### src/rtl/imem_loader.sv
// Instruction-memory loader: assembles a big-endian byte stream into 32-bit words,
// writes them to consecutive word addresses and holds the CPU in reset meanwhile.
module imem_loader #(
    parameter int unsigned ADDR_W    = 10,
    parameter int unsigned BASE_ADDR = 0
) (
    input  logic              clk,
    input  logic              reset,
    input  logic              start,
    input  logic [ADDR_W-1:0] word_count,
    input  logic [7:0]        byte_in,
    input  logic              byte_valid,
    output logic              byte_ready,
    output logic              imem_we,
    output logic [ADDR_W-1:0] imem_addr,
    output logic [31:0]       imem_wdata,
    output logic              cpu_reset_out,
    output logic              busy,
    output logic              done,
    output logic [31:0]       checksum
);

    localparam int unsigned BCNT_W = 2;

    typedef enum logic [1:0] {
        IDLE,
        COLLECT,
        WRITE,
        FINISH
    } state_t;

    state_t state, state_n;

    logic [ADDR_W-1:0] count_q, count_n;
    logic [ADDR_W-1:0] index_q, index_n;
    logic [BCNT_W-1:0] bcnt_q, bcnt_n;
    logic [31:0]       shift_q, shift_n;
    logic              byte_ready_n;
    logic              imem_we_n;
    logic [ADDR_W-1:0] imem_addr_n;
    logic [31:0]       imem_wdata_n;
    logic              cpu_reset_n;
    logic              busy_n;
    logic              done_n;
    logic [31:0]       checksum_n;

    // Next-state and next-output logic; every output is a flop fed from here.
    always_comb begin
        state_n      = state;
        count_n      = count_q;
        index_n      = index_q;
        bcnt_n       = bcnt_q;
        shift_n      = shift_q;
        imem_addr_n  = imem_addr;
        imem_wdata_n = imem_wdata;
        cpu_reset_n  = cpu_reset_out;
        checksum_n   = checksum;

        case (state)
            IDLE: begin
                if (start) begin
                    cpu_reset_n = 1'b1;
                    checksum_n  = '0;
                    index_n     = '0;
                    bcnt_n      = '0;
                    count_n     = word_count;
                    state_n     = (word_count == '0) ? FINISH : COLLECT;
                end
            end
            COLLECT: begin
                if (byte_valid) begin
                    shift_n = {shift_q[23:0], byte_in};
                    bcnt_n  = bcnt_q + BCNT_W'(1);
                    // Fourth byte completes the word: stage it for the write cycle.
                    if (bcnt_q == BCNT_W'(3)) begin
                        imem_wdata_n = {shift_q[23:0], byte_in};
                        imem_addr_n  = ADDR_W'(BASE_ADDR) + index_q;
                        state_n      = WRITE;
                    end
                end
            end
            WRITE: begin
                checksum_n = checksum + imem_wdata;
                if (index_q == count_q - ADDR_W'(1)) begin
                    state_n = FINISH;
                end else begin
                    index_n = index_q + ADDR_W'(1);
                    state_n = COLLECT;
                end
            end
            FINISH: begin
                cpu_reset_n = 1'b0;
                state_n     = IDLE;
            end
            default: begin
                state_n = IDLE;
            end
        endcase

        byte_ready_n = (state_n == COLLECT);
        imem_we_n    = (state_n == WRITE);
        busy_n       = (state_n != IDLE);
        done_n       = (state_n == FINISH);
    end

    // State and output registers; reset aborts any load in progress.
    always_ff @(posedge clk) begin
        if (reset) begin
            state         <= IDLE;
            count_q       <= '0;
            index_q       <= '0;
            bcnt_q        <= '0;
            shift_q       <= '0;
            byte_ready    <= 1'b0;
            imem_we       <= 1'b0;
            imem_addr     <= '0;
            imem_wdata    <= '0;
            cpu_reset_out <= 1'b1;
            busy          <= 1'b0;
            done          <= 1'b0;
            checksum      <= '0;
        end else begin
            state         <= state_n;
            count_q       <= count_n;
            index_q       <= index_n;
            bcnt_q        <= bcnt_n;
            shift_q       <= shift_n;
            byte_ready    <= byte_ready_n;
            imem_we       <= imem_we_n;
            imem_addr     <= imem_addr_n;
            imem_wdata    <= imem_wdata_n;
            cpu_reset_out <= cpu_reset_n;
            busy          <= busy_n;
            done          <= done_n;
            checksum      <= checksum_n;
        end
    end

endmodule

### config.mk
export PLATFORM = sky130hd
export DESIGN_NAME = imem_loader
export DESIGN_NICKNAME = d
export VERILOG_FILES = /design/src/rtl/imem_loader.sv
export SDC_FILE = /design/constraint.sdc
export NUM_CORES = 1
export LEC_CHECK = 0
export ABC_AREA = 1
export CAP_MARGIN = 20
export CORE_ASPECT_RATIO = 1.25
export CORE_MARGIN = 2
export CORE_UTILIZATION = 59
export DETAILED_ROUTE_END_ITERATION = 8
export PLACE_DENSITY = 0.83
export RECOVER_POWER = 50
export SLEW_MARGIN = 20
export SYNTH_ARGS = -nofsm -noshare
export SYNTH_HDL_FRONTEND = slang
export SYNTH_SLANG_ARGS = --single-unit
### constraint.sdc
create_clock -name clk -period 3.1 [get_ports clk]
set_input_delay 0.465 -clock clk [delete_from_list [all_inputs] [get_ports clk]]
set_output_delay 0.465 -clock clk [all_outputs]
set_load 0.02 [all_outputs]
==> impl_results.md, run 1 <==
* Status: finished clean
* DR vias at 7259
* Diodes inserted at 0
* Routed len/inst at 15.8 um
* MaxCap Viol Count at 0
* Max-Slew Margin vs Limit at 27.0%
* CTS tree: done
* Vias per cell at 5.72
* Setup crit end kind: register
* Drt total wl at 20.1 mm
* Sequential Power Share at 43.4%
* FF+latch count, synth at 127
* Clock Sinks at 127
* Root Buffer: clkbuf_16
* Std cell rows at 44
* DP HPWL at 14.4 mm
* Worst EP arrival at 2760 ps
* Fin. Hold Viols at 0
* Die Wd at 100 um
* Layout cells sized above 1 at 5.74%
* Total Power at 3.87 mW
* Vias in the first global route at 6961
* Number of H-tree levels at 4
* Commonest non-fill, non-tap cells in the layout: nand2_1 (304), a21oi_1 (153), dfxtp_1 (127), nor2_1 (94), inv_1 (72)
* Routability congestion estimate at 0.961
* Max Root-Sink Buffers at 2
* Total CTS buffers at 17
* Mux cell area share after synthesis at 0%
* Sw Share at 25.6%
* Combinational fraction of design power at 6.6%
* Post-synthesis adder-cell area fraction at 6.49%
* Simple-gate share of the synthesized area at 31.2%
* Unique masters post-synth at 37
* Commonest non-fill, non-tap cell in the layout: nand2_1
* EDFF count, synth at 0
* Die area at 12500 um2
* P_sw at 992 uW
* Ys async rst share at 0%
* Clk_lat worst skew at 430 ps
* Synth Area in Compound Gates at 17.2%
* # resized after CTS at 0
* Largest net degree at the start of global routing at 90
* Critical Path Fanout Max at 35
* Post-Syn Area at 6870 um2
* Synth Warn # at 0
* Reg clk slew, reported paths at 60 ps
* Final Skew at 7.35 ps
* DRC errors left at 0
* Antenna violations before repair at 0
* Synth Area in XOR/XNOR at 1.53%
* Leakage at 3.65 nW
* Hold-fix buffers, CTS at 0
* Count of buffers inserted at the top-level ports at 100
* Num ports at 101
* Crit. Startpoint: byte_valid
* DRT Pass-1 Iters at 7
* Fin crit period at 2420 ps
* Syn Inst Count at 1027
* Avg Cell Area, Syn at 6.69 um2
* Clock share of power at 50.0%
* Min-delay src: bcnt_q[0]$_SDFFE_PP0P_
* First-pass GRT wire length at 32.8 mm
* Main combinational cell family by area after synthesis: simple AND/OR/NAND/NOR gates
* Final TNS setup at 0 ps
* Filler Cell Count at 938
* Worst-Margin Slew at 1100 ps
* Post-synth net total at 1084
* Area Overhead vs Synth at 23.8%
* Final #Nets at 1176
* CP startpoint kind: input port
* Pwr dens at 456 nW/um2
* Post-synth top flop: dfxtp_1
* Register area share after synthesis at 37.0%
* RR Startpoint: state[1]$_SDFF_PP0_
* RSZ-0062 raised after global routing: false
* Final setup violation count at 0
* Core area at 11500 um2
* Worst EP required at 3450 ps
* Setup CP Type: in2reg
* Die Ht at 125 um
* Worst Hold Class: reg2reg
* Overall routing resource usage at 32.9%
* Fmax at 414 MHz
* DRT iter0 DRCs at 419
* Max IR drop VDD at 0.413 mV
* Initial Utilization at 59.7%
* P_int at 2.88 mW
* Max-slew violation count at 0
* Setup Fix Bufs, Post-CTS at 0
* Total grt overflow at 0
* Detail Route Antenna Nets at 0
* Tcrit/Tclk final at 78.0%
* Hold Slack at 459 ps
power groups by stage:
stage | Combinational (mW) | Sequential [mW] | Clock, mW
after floorplan | 0.173 | 1.71 | 0
after global placement | 0.255 | 1.71 | 0
after detailed placement | 0.258 | 1.71 | 0
after CTS | 0.262 | 1.68 | 1.94
after global routing | 0.290 | 1.68 | 2.01
final | 0.256 | 1.68 | 1.94
critical path, stage by stage:
cell and delay (ps):
dlygate4sd3_1 530, inv_1 120, nor2_4 50, inv_1 580, nor2_4 210, inv_2 510, nand2_1 130, a21oi_1 160
state kept, by name, indices dropped and copies added (netlist names), 2 cells and up:
name,flops
bcnt_q,2
count_q,10
shift_q,24
state,2
index_q,10
imem_addr,10
checksum,32
imem_wdata,32
area by class of cell:
type | instances | area, um2 | share of cell area, %
Multi-Input combinational cell | 784 | 3860 | 45.5
Sequential cell | 127 | 2540 | 29.9
Timing Repair Buffer | 109 | 1050 | 12.3
Clock buffer | 18 | 439 | 5.17
Inverter | 80 | 300 | 3.53
Tap cell | 138 | 173 | 2.03
Clock inverter | 14 | 134 | 1.57
Yosys cell counts, types with 6 or more instances:
| cell type | count | share of area [%] |
|---|---|---|
| nand2_1 | 304 | 17 |
| nand3b_1 | 6 | 0.66 |
| ha_1 | 34 | 6.2 |
| o21ai_0 | 62 | 4.5 |
| inv_1 | 71 | 3.9 |
| a21oi_1 | 153 | 11 |
| nor3_1 | 14 | 1.0 |
| inv_2 | 9 | 0.49 |
| xor2_1 | 9 | 1.1 |
| buf_2 | 8 | 0.58 |
| nor2_1 | 92 | 5.0 |
| nand3_1 | 60 | 4.4 |
| nand4_1 | 6 | 0.55 |
| dfxtp_1 | 127 | 37 |
| clkbuf_1 | 24 | 1.3 |
| nor2_2 | 6 | 0.55 |
through the flow:
| step | setup slack, ps | area, um2 | cells | util, % |
|---|---|---|---|---|
| global route | 459 | 8500 | 1270 | 73.9 |
| global placement | 728 | 7950 | 1238 | 69.1 |
| floorplan | 1170 | 6870 | 1027 | - |
| CTS | 942 | 8520 | 1270 | 74.1 |
| detailed placement | 654 | 7950 | 1238 | 69.1 |
| finish | 683 | 8500 | 1270 | 73.9 |
logic make-up (layout without fill, tap and decap cells):
family | count (synthesis) | in the layout
AND/OR/NAND/NOR | 507 | 507
AO/OA/AOI/OAI | 230 | 230
flip-flops | 127 | 127
buffers and inverters | 116 | 221
adder cells (fa/ha/maj) | 35 | 35
XOR/XNOR | 12 | 12
path summary, 6_finish.rpt:
path	endpoint	slack, ps	depth (start not counted)
max	imem_wdata[15]$_SDFFE_PP0P_	680	8
min	bcnt_q[0]$_SDFFE_PP0P_	460	1
max reg2reg	imem_wdata[15]$_SDFFE_PP0P_	830	8
min reg2reg	bcnt_q[0]$_SDFFE_PP0P_	460	1
layer usage:
layer / GRT usage (%) / vias up / part of all wire, %
li1: - / 3560 / -
met1: 38.6 / 3339 / 39
met2: 55.7 / 283 / 50
met3: 5.95 / 77 / 6.2
met4: 18.1 / 0 / 4.4
met5: 0 / - / 0
Power figures use the tool's default switching activity.
==> run 2: changes to the inputs <==
--- a/config.mk
+++ b/config.mk
@@ -9,9 +9,9 @@
 export CAP_MARGIN = 20
 export CORE_ASPECT_RATIO = 1.25
 export CORE_MARGIN = 2
-export CORE_UTILIZATION = 59
+export CORE_UTILIZATION = 50
 export DETAILED_ROUTE_END_ITERATION = 8
-export PLACE_DENSITY = 0.83
+export PLACE_DENSITY = 0.74
 export RECOVER_POWER = 50
 export SLEW_MARGIN = 20
 export SYNTH_ARGS = -nofsm -noshare
==> constraint.sdc (replaced) <==
create_clock -name clk -period 2.2 [get_ports clk]
set_input_delay 0.33 -clock clk [delete_from_list [all_inputs] [get_ports clk]]
set_output_delay 0.33 -clock clk [all_outputs]
set_load 0.02 [all_outputs]
==> run 2 against run 1 <==
Global-route usage fell by 4.2 points. Total power rose by 51%. Design area rose by 2.1%. Sequential cell count did not move. First-iteration DRC count rose by 18%. Highest routed layer unchanged.
==> impl_results.md, run 2 (synthesized netlist as in run 1, its figures left out) <==
* Worst-Margin Slew at 760 ps (was 1100 ps)
* Buf/Inv on CP at 2 (was 4)
* RR Startpoint: state[1]$_SDFF_PP0_ (unchanged)
* DP Area at 8040 um2 (was 7950 um2)
* Leakage at 3.59 nW (was 3.65 nW)
* Drt total wl at 20.5 mm (was 20.1 mm)
* CTS tree: done (unchanged)
* Num ports at 101 (unchanged)
* CP max stage cell: nor2_1 (was inv_1)
* Initial Utilization at 51.4% (was 59.7%)
* Setup Fix Bufs, Post-CTS at 0 (unchanged)
* Tcrit/Tclk final at 92.9%
* Flop2flop setup slack at 160 ps (was 830 ps)
* Reg clk slew, reported paths at 60 ps (about the same)
* DRT Pass-1 Iters at 6 (was 7)
* Hold-fix buffers, CTS at 0 (unchanged)
* Clock Sinks at 127 (unchanged)
* Vias per cell at 5.45 (was 5.72)
* Die area at 14700 um2 (was 12500 um2)
* MaxCap Viol Count at 0 (unchanged)
* Final #Nets at 1178 (was 1176)
* Routability congestion estimate at 0.958 (was 0.961)
* Met3 usage at 5.02% (was 5.95%)
* Max Root-Sink Buffers at 2 (unchanged)
* Dpl ws at 168 ps (was 654 ps)
* First-pass GRT wire length at 32.6 mm (was 32.8 mm)
* CP delay by family, top: simple AND/OR/NAND/NOR gates (was buffers and inverters)
* Fin crit period at 2040 ps
* Reg-to-reg critical path endpoint: index_q[2]$_SDFFE_PP0P_ (was imem_wdata[15]$_SDFFE_PP0P_)
* Die Ht at 135 um (was 125 um)
* DR vias at 7114 (was 7259)
* Max IR drop VDD at 0.672 mV (was 0.413 mV)
* Vias in the first global route at 6643 (was 6961)
* Min-delay src: reset (was bcnt_q[0]$_SDFFE_PP0P_)
* DRT iter0 DRCs at 494 (was 419)
* Total grt overflow at 0 (unchanged)
* Std cell rows at 47 (was 44)
* Fin. Hold Viols at 0 (unchanged)
* DRC errors left at 0 (unchanged)
* Max-slew violation count at 0 (unchanged)
* Hold endpoint: cpu_reset_out$_SDFFE_PP1P_ (was bcnt_q[0]$_SDFFE_PP0P_)
* PnR worst setup slack at 157 ps (was 683 ps)
* Status: finished clean (unchanged)
* Total Power at 5.84 mW (was 3.87 mW)
* Routed len/inst at 15.7 um (was 15.8 um)
* Register-to-Register Path Depth at 6 (was 8)
* Core area at 13300 um2 (was 11500 um2)
* Fin area at 8680 um2 (was 8500 um2)
* Hold Slack at 432 ps (was 459 ps)
* Root Buffer: clkbuf_16 (unchanged)
* Largest net degree at the start of global routing at 90 (unchanged)
* Commonest non-fill, non-tap cell in the layout: nand2_1 (unchanged)
* Final setup violation count at 0 (unchanged)
* DP HPWL at 14.9 mm (was 14.4 mm)
* Number of H-tree levels at 4 (unchanged)
* Worst EP required at 2550 ps (was 3450 ps)
* Worst Hold Path Cells at 4 (was 1)
* Setup CP Type: reg2reg (was in2reg)
* Top Usage Layer GRT: met2 (unchanged)
* Worst Hold Class: in2reg (was reg2reg)
* Worst EP arrival at 2400 ps (was 2760 ps)
* Detail Route Antenna Nets at 0 (unchanged)
* Layout cells sized above 1 at 6.79% (was 5.74%)
* Commonest non-fill, non-tap cells in the layout: nand2_1 (300), a21oi_1 (150), dfxtp_1 (127), nor2_1 (95), clkdlybuf4s50_1 (79) (was nand2_1 (304), a21oi_1 (153), dfxtp_1 (127), nor2_1 (94), inv_1 (72))
* Critical Path Fanout Max at 19 (was 35)
* Antenna violations before repair at 0 (unchanged)
* Final Skew at 7.97 ps (was 7.35 ps)
* Diodes inserted at 0 (unchanged)
* Cells along the critical path: inv_1 -> nor2_1 -> inv_2 -> nor3b_1 -> nand3_1 -> a21oi_1 (was dlygate4sd3_1 -> inv_1 -> nor2_4 -> inv_1 -> nor2_4 -> inv_2 -> nand2_1 -> a21oi_1)
* Max-Slew Margin vs Limit at 49.2% (was 27.0%)
* Pwr dens at 673 nW/um2 (was 456 nW/um2)
* Die Wd at 109 um (was 100 um)
* Grt met2 use at 50.3% (was 55.7%)
* Fmax at 489 MHz
* Largest stage delay, worst path at 580 ps (about the same)
* GR Util met1 at 34.4% (was 38.6%)
* Count of buffers inserted at the top-level ports at 100 (unchanged)
* Overall routing resource usage at 28.7% (was 32.9%)
* Stages on worst setup path at 6 (was 8)
* Top Registers: checksum: 32 flops, imem_wdata: 32 flops, shift_q: 24 flops (unchanged)
* Clk_lat worst skew at 430 ps (about the same)
* Area Overhead vs Synth at 26.5% (was 23.8%)
* Setup crit end kind: register (unchanged)
* CP startpoint kind: register (was input port)
* Total CTS buffers at 17 (unchanged)
## run 2: cell types whose count changed in the layout (fill, tap and decap cells not counted), sizes merged
| cell | delta |
|---|---|
| clkdlybuf4s50 | +32 |
| clkbuf | +3 |
| bufinv | +4 |
| buf | -1 |
| inv | -3 |
| dlygate4sd3 | -32 |
| clkinvlp | -1 |
## run 2: worst reg2reg max path, cell delays in order, from the launching register on
cell and delay, ps:
dfxtp_1 350, inv_1 60, nor2_1 580, inv_2 390, nor3b_1 320, nand3_1 120
a21oi_1 150
## run 2: worst max-delay path by stage
stage | slack (ps) | startpoint | end
after floorplan | 270 | imem_wdata[0]$_SDFFE_PP0P_ | checksum[10]$_SDFFE_PP0P_
after global placement | 220 | imem_wdata[0]$_SDFFE_PP0P_ | checksum[10]$_SDFFE_PP0P_
after detailed placement | 170 | imem_wdata[0]$_SDFFE_PP0P_ | checksum[18]$_SDFFE_PP0P_
after CTS | 130 | imem_wdata[15]$_SDFFE_PP0P_ | checksum[28]$_SDFFE_PP0P_
after global routing | -10 | imem_wdata[0]$_SDFFE_PP0P_ | checksum[28]$_SDFFE_PP0P_
final | 160 | state[1]$_SDFF_PP0_ | index_q[2]$_SDFFE_PP0P_
## run 2: through the flow
| stage | util [%] | instances | TNS [ps] |
|---|---|---|---|
| after floorplan | - | 1027 | 0 |
| after global placement | 60.2 | 1273 | 0 |
| after detailed placement | 60.2 | 1273 | 0 |
| after CTS | 65.1 | 1305 | 0 |
| after global routing | 65.1 | 1305 | -19.6 |
| final | 65.1 | 1305 | 0 |
## run 2: timing repair
action                     CTS  global route
setup endpoints to repair    0            18
hold endpoints to repair     0             0
gates resized for setup      0            14
## run 2: report_power, final
| group | switching (mW) | internal, mW | total, mW | leakage [nW] |
|---|---|---|---|---|
| sequential | 0.0308 | 2.34 | 2.37 | 1.03 |
| clock | 1.10 | 2.01 | 3.11 | 0.307 |
| combinational | 0.236 | 0.132 | 0.368 | 2.25 |
## run 2: final cells by class
| cell class | count | area (um2) |
|---|---|---|
| tap | 171 | 214 |
| fill | 1213 | 4660 |
| multi-input combinational | 784 | 3900 |
| inverter | 80 | 300 |
| clock buffer | 18 | 429 |
| sequential | 127 | 2540 |
| clock inverter | 14 | 214 |
| timing repair buffer | 111 | 1080 |
## run 2: layer usage
layer | vias to the layer above | part of all wire [%] | wire [um]
met5 | - | 0 | 0
met4 | 0 | 2.9 | 601
met1 | 3281 | 42 | 8580
li1 | 3578 | - | -
met3 | 44 | 4.8 | 983
met2 | 211 | 50 | 10300
==> run 3: changes to the inputs <==
--- a/config.mk
+++ b/config.mk
@@ -10,6 +10,7 @@
 export CORE_ASPECT_RATIO = 1.25
 export CORE_MARGIN = 2
 export CORE_UTILIZATION = 50
+export CTS_BUF_LIST = sky130_fd_sc_hd__clkbuf_16
 export DETAILED_ROUTE_END_ITERATION = 8
 export PLACE_DENSITY = 0.74
 export RECOVER_POWER = 50
==> run 3 against run 2 <==
Design area stayed put. Critical path depth stayed put. Via count hardly changed. Clock-buffer cell count is 1 lower. Critical endpoint unchanged. Total power hardly changed. Largest power group unchanged. Die area stayed put. Highest routed layer unchanged.
==> impl_results.md, run 3 (synthesized netlist as in run 1, its figures left out) <==
* Status: finished clean (unchanged)
* Fin. Hold Viols at 0 (unchanged)
* Tcrit/Tclk final at 92.8% (was 92.9%)
* Fmax at 490 MHz (was 489 MHz)
* Area Overhead vs Synth at 26.5% (unchanged)
* Core area at 13300 um2 (unchanged)
* Clock share of power at 53.2% (about the same)
* Detail Route Antenna Nets at 0 (unchanged)
* Pwr dens at 673 nW/um2 (about the same)
* Total CTS buffers at 17 (unchanged)
* Sw Share at 23.4% (about the same)
* Grt met2 use at 50.3% (unchanged)
* Number of H-tree levels at 4 (unchanged)
* Final #Nets at 1178 (unchanged)
* Antenna violations before repair at 0 (unchanged)
* DRT iter0 DRCs at 492 (was 494)
* Count of buffers inserted at the top-level ports at 100 (unchanged)
* Clock Sinks at 127 (unchanged)
* Final Skew at 8.28 ps (was 7.97 ps)
* Worst Hold Class: in2reg (unchanged)
* Max-Slew Margin vs Limit at 49.2% (about the same)
* Die Ht at 135 um (unchanged)
* CTS tree: done (unchanged)
* Die Wd at 109 um (unchanged)
* Final TNS setup at 0 ps (unchanged)
* DR vias at 7111 (was 7114)
* Met3 usage at 5.02% (unchanged)
* Setup CP Type: reg2reg (unchanged)
* Reg clk slew, reported paths at 60 ps (about the same)
* MaxCap Viol Count at 0 (unchanged)
* Critical Path Fanout Max at 19 (unchanged)
* Worst EP arrival at 2400 ps (about the same)
* Non-Filler Instances at 1305 (unchanged)
* Leakage at 3.59 nW (about the same)
* DP HPWL at 14.9 mm (unchanged)
* Initial Utilization at 51.4% (unchanged)
* Largest net degree at the start of global routing at 90 (unchanged)
* Total Power at 5.84 mW (about the same)
* Top Registers: checksum: 32 flops, imem_wdata: 32 flops, shift_q: 24 flops (unchanged)
* Hold-fix buffers, CTS at 0 (unchanged)
* Die area at 14700 um2 (unchanged)
* Routed len/inst at 15.7 um (about the same)
* GR Util met1 at 34.4% (unchanged)
* P_sw at 1.37 mW (about the same)
* First-pass GRT wire length at 32.6 mm (unchanged)
* Overall routing resource usage at 28.7% (unchanged)
* Drt total wl at 20.5 mm (about the same)
* Max-slew violation count at 0 (unchanged)
* DRT Pass-1 Iters at 5 (was 6)
* Setup crit end kind: register (unchanged)
* Total grt overflow at 0 (unchanged)
* Layout cells sized above 1 at 6.79% (unchanged)
* Commonest non-fill, non-tap cell in the layout: nand2_1 (unchanged)
* Clk_lat worst skew at 430 ps (about the same)
* Fin crit period at 2040 ps (about the same)
* Commonest non-fill, non-tap cells in the layout: nand2_1 (300), a21oi_1 (150), dfxtp_1 (127), nor2_1 (95), clkdlybuf4s50_1 (79) (unchanged)
* Util after Layout at 65.1% (unchanged)
* Min-delay src: reset (unchanged)
* Root Buffer: clkbuf_16 (unchanged)
* Max Root-Sink Buffers at 2 (unchanged)
* Worst-Margin Slew at 760 ps (about the same)
* Combinational fraction of design power at 6.3% (about the same)
* Flop2flop setup slack at 160 ps (about the same)
* Dpl ws at 168 ps (unchanged)
* PnR worst setup slack at 158 ps (was 157 ps)
* Std cell rows at 47 (unchanged)
* Vias per cell at 5.45 (about the same)
* DRC errors left at 0 (unchanged)
* Post-Place Cells at 1273 (unchanged)
* Vias in the first global route at 6643 (unchanged)
* Num ports at 101 (unchanged)
* Max IR drop VDD at 0.672 mV (unchanged)
* Routability congestion estimate at 0.958 (unchanged)
* Top Usage Layer GRT: met2 (unchanged)
* Diodes inserted at 0 (unchanged)
* RR Startpoint: state[1]$_SDFF_PP0_ (unchanged)
* Final setup violation count at 0 (unchanged)
* Crit. Startpoint: state[1]$_SDFF_PP0_ (unchanged)
* Setup Fix Bufs, Post-CTS at 0 (unchanged)
* Worst EP required at 2560 ps (was 2550 ps)
* Sequential Power Share at 40.5% (about the same)
* # resized after CTS at 0 (unchanged)
* P_int at 4.47 mW (was 4.48 mW)
* CP startpoint kind: register (unchanged)
## run 3: area by class of cell
class                      instances  area [um2]
fill                            1213        4660
timing repair buffer             111        1080
clock inverter                    15         218
inverter                          80         300
tap                              171         214
sequential                       127        2540
clock buffer                      17         425
multi-input combinational        784        3900
## run 3: routing by layer
layer / part of all wire [%] / wire (um) / vias to the layer above
li1: - / - / 3579
met1: 42 / 8570 / 3282
met2: 50 / 10300 / 206
met3: 4.9 / 1010 / 44
met4: 3.0 / 606 / 0
met5: 0 / 0 / -
## run 3: final timing paths
check,cells past startpoint,endpoint
setup reg to reg,6,index_q[2]$_SDFFE_PP0P_
hold / removal,4,cpu_reset_out$_SDFFE_PP1P_
hold reg to reg,2,shift_q[16]$_SDFFE_PP0P_
setup / recovery,6,index_q[2]$_SDFFE_PP0P_
## run 3: through the flow
step,instance area [um2],hold slack (ps)
after floorplan,6870,433
after global placement,8040,452
after detailed placement,8040,454
after CTS,8690,429
after global routing,8680,462
final,8680,432
## run 3: worst max-delay path, cell delays in order, from the launching register on
cell and delay (ps):
dfxtp_1 350, inv_1 60, nor2_1 580, inv_2 380, nor3b_1 320, nand3_1 120, a21oi_1 150
## run 3: power groups by stage
| stage | sequential (mW) | combinational [mW] | clock, mW |
|---|---|---|---|
| after detailed placement | 2.42 | 0.375 | 0 |
| after global placement | 2.42 | 0.371 | 0 |
| after global routing | 2.37 | 0.413 | 3.24 |
| after CTS | 2.37 | 0.377 | 3.13 |
| final | 2.37 | 0.368 | 3.11 |
| after floorplan | 2.41 | 0.243 | 0 |
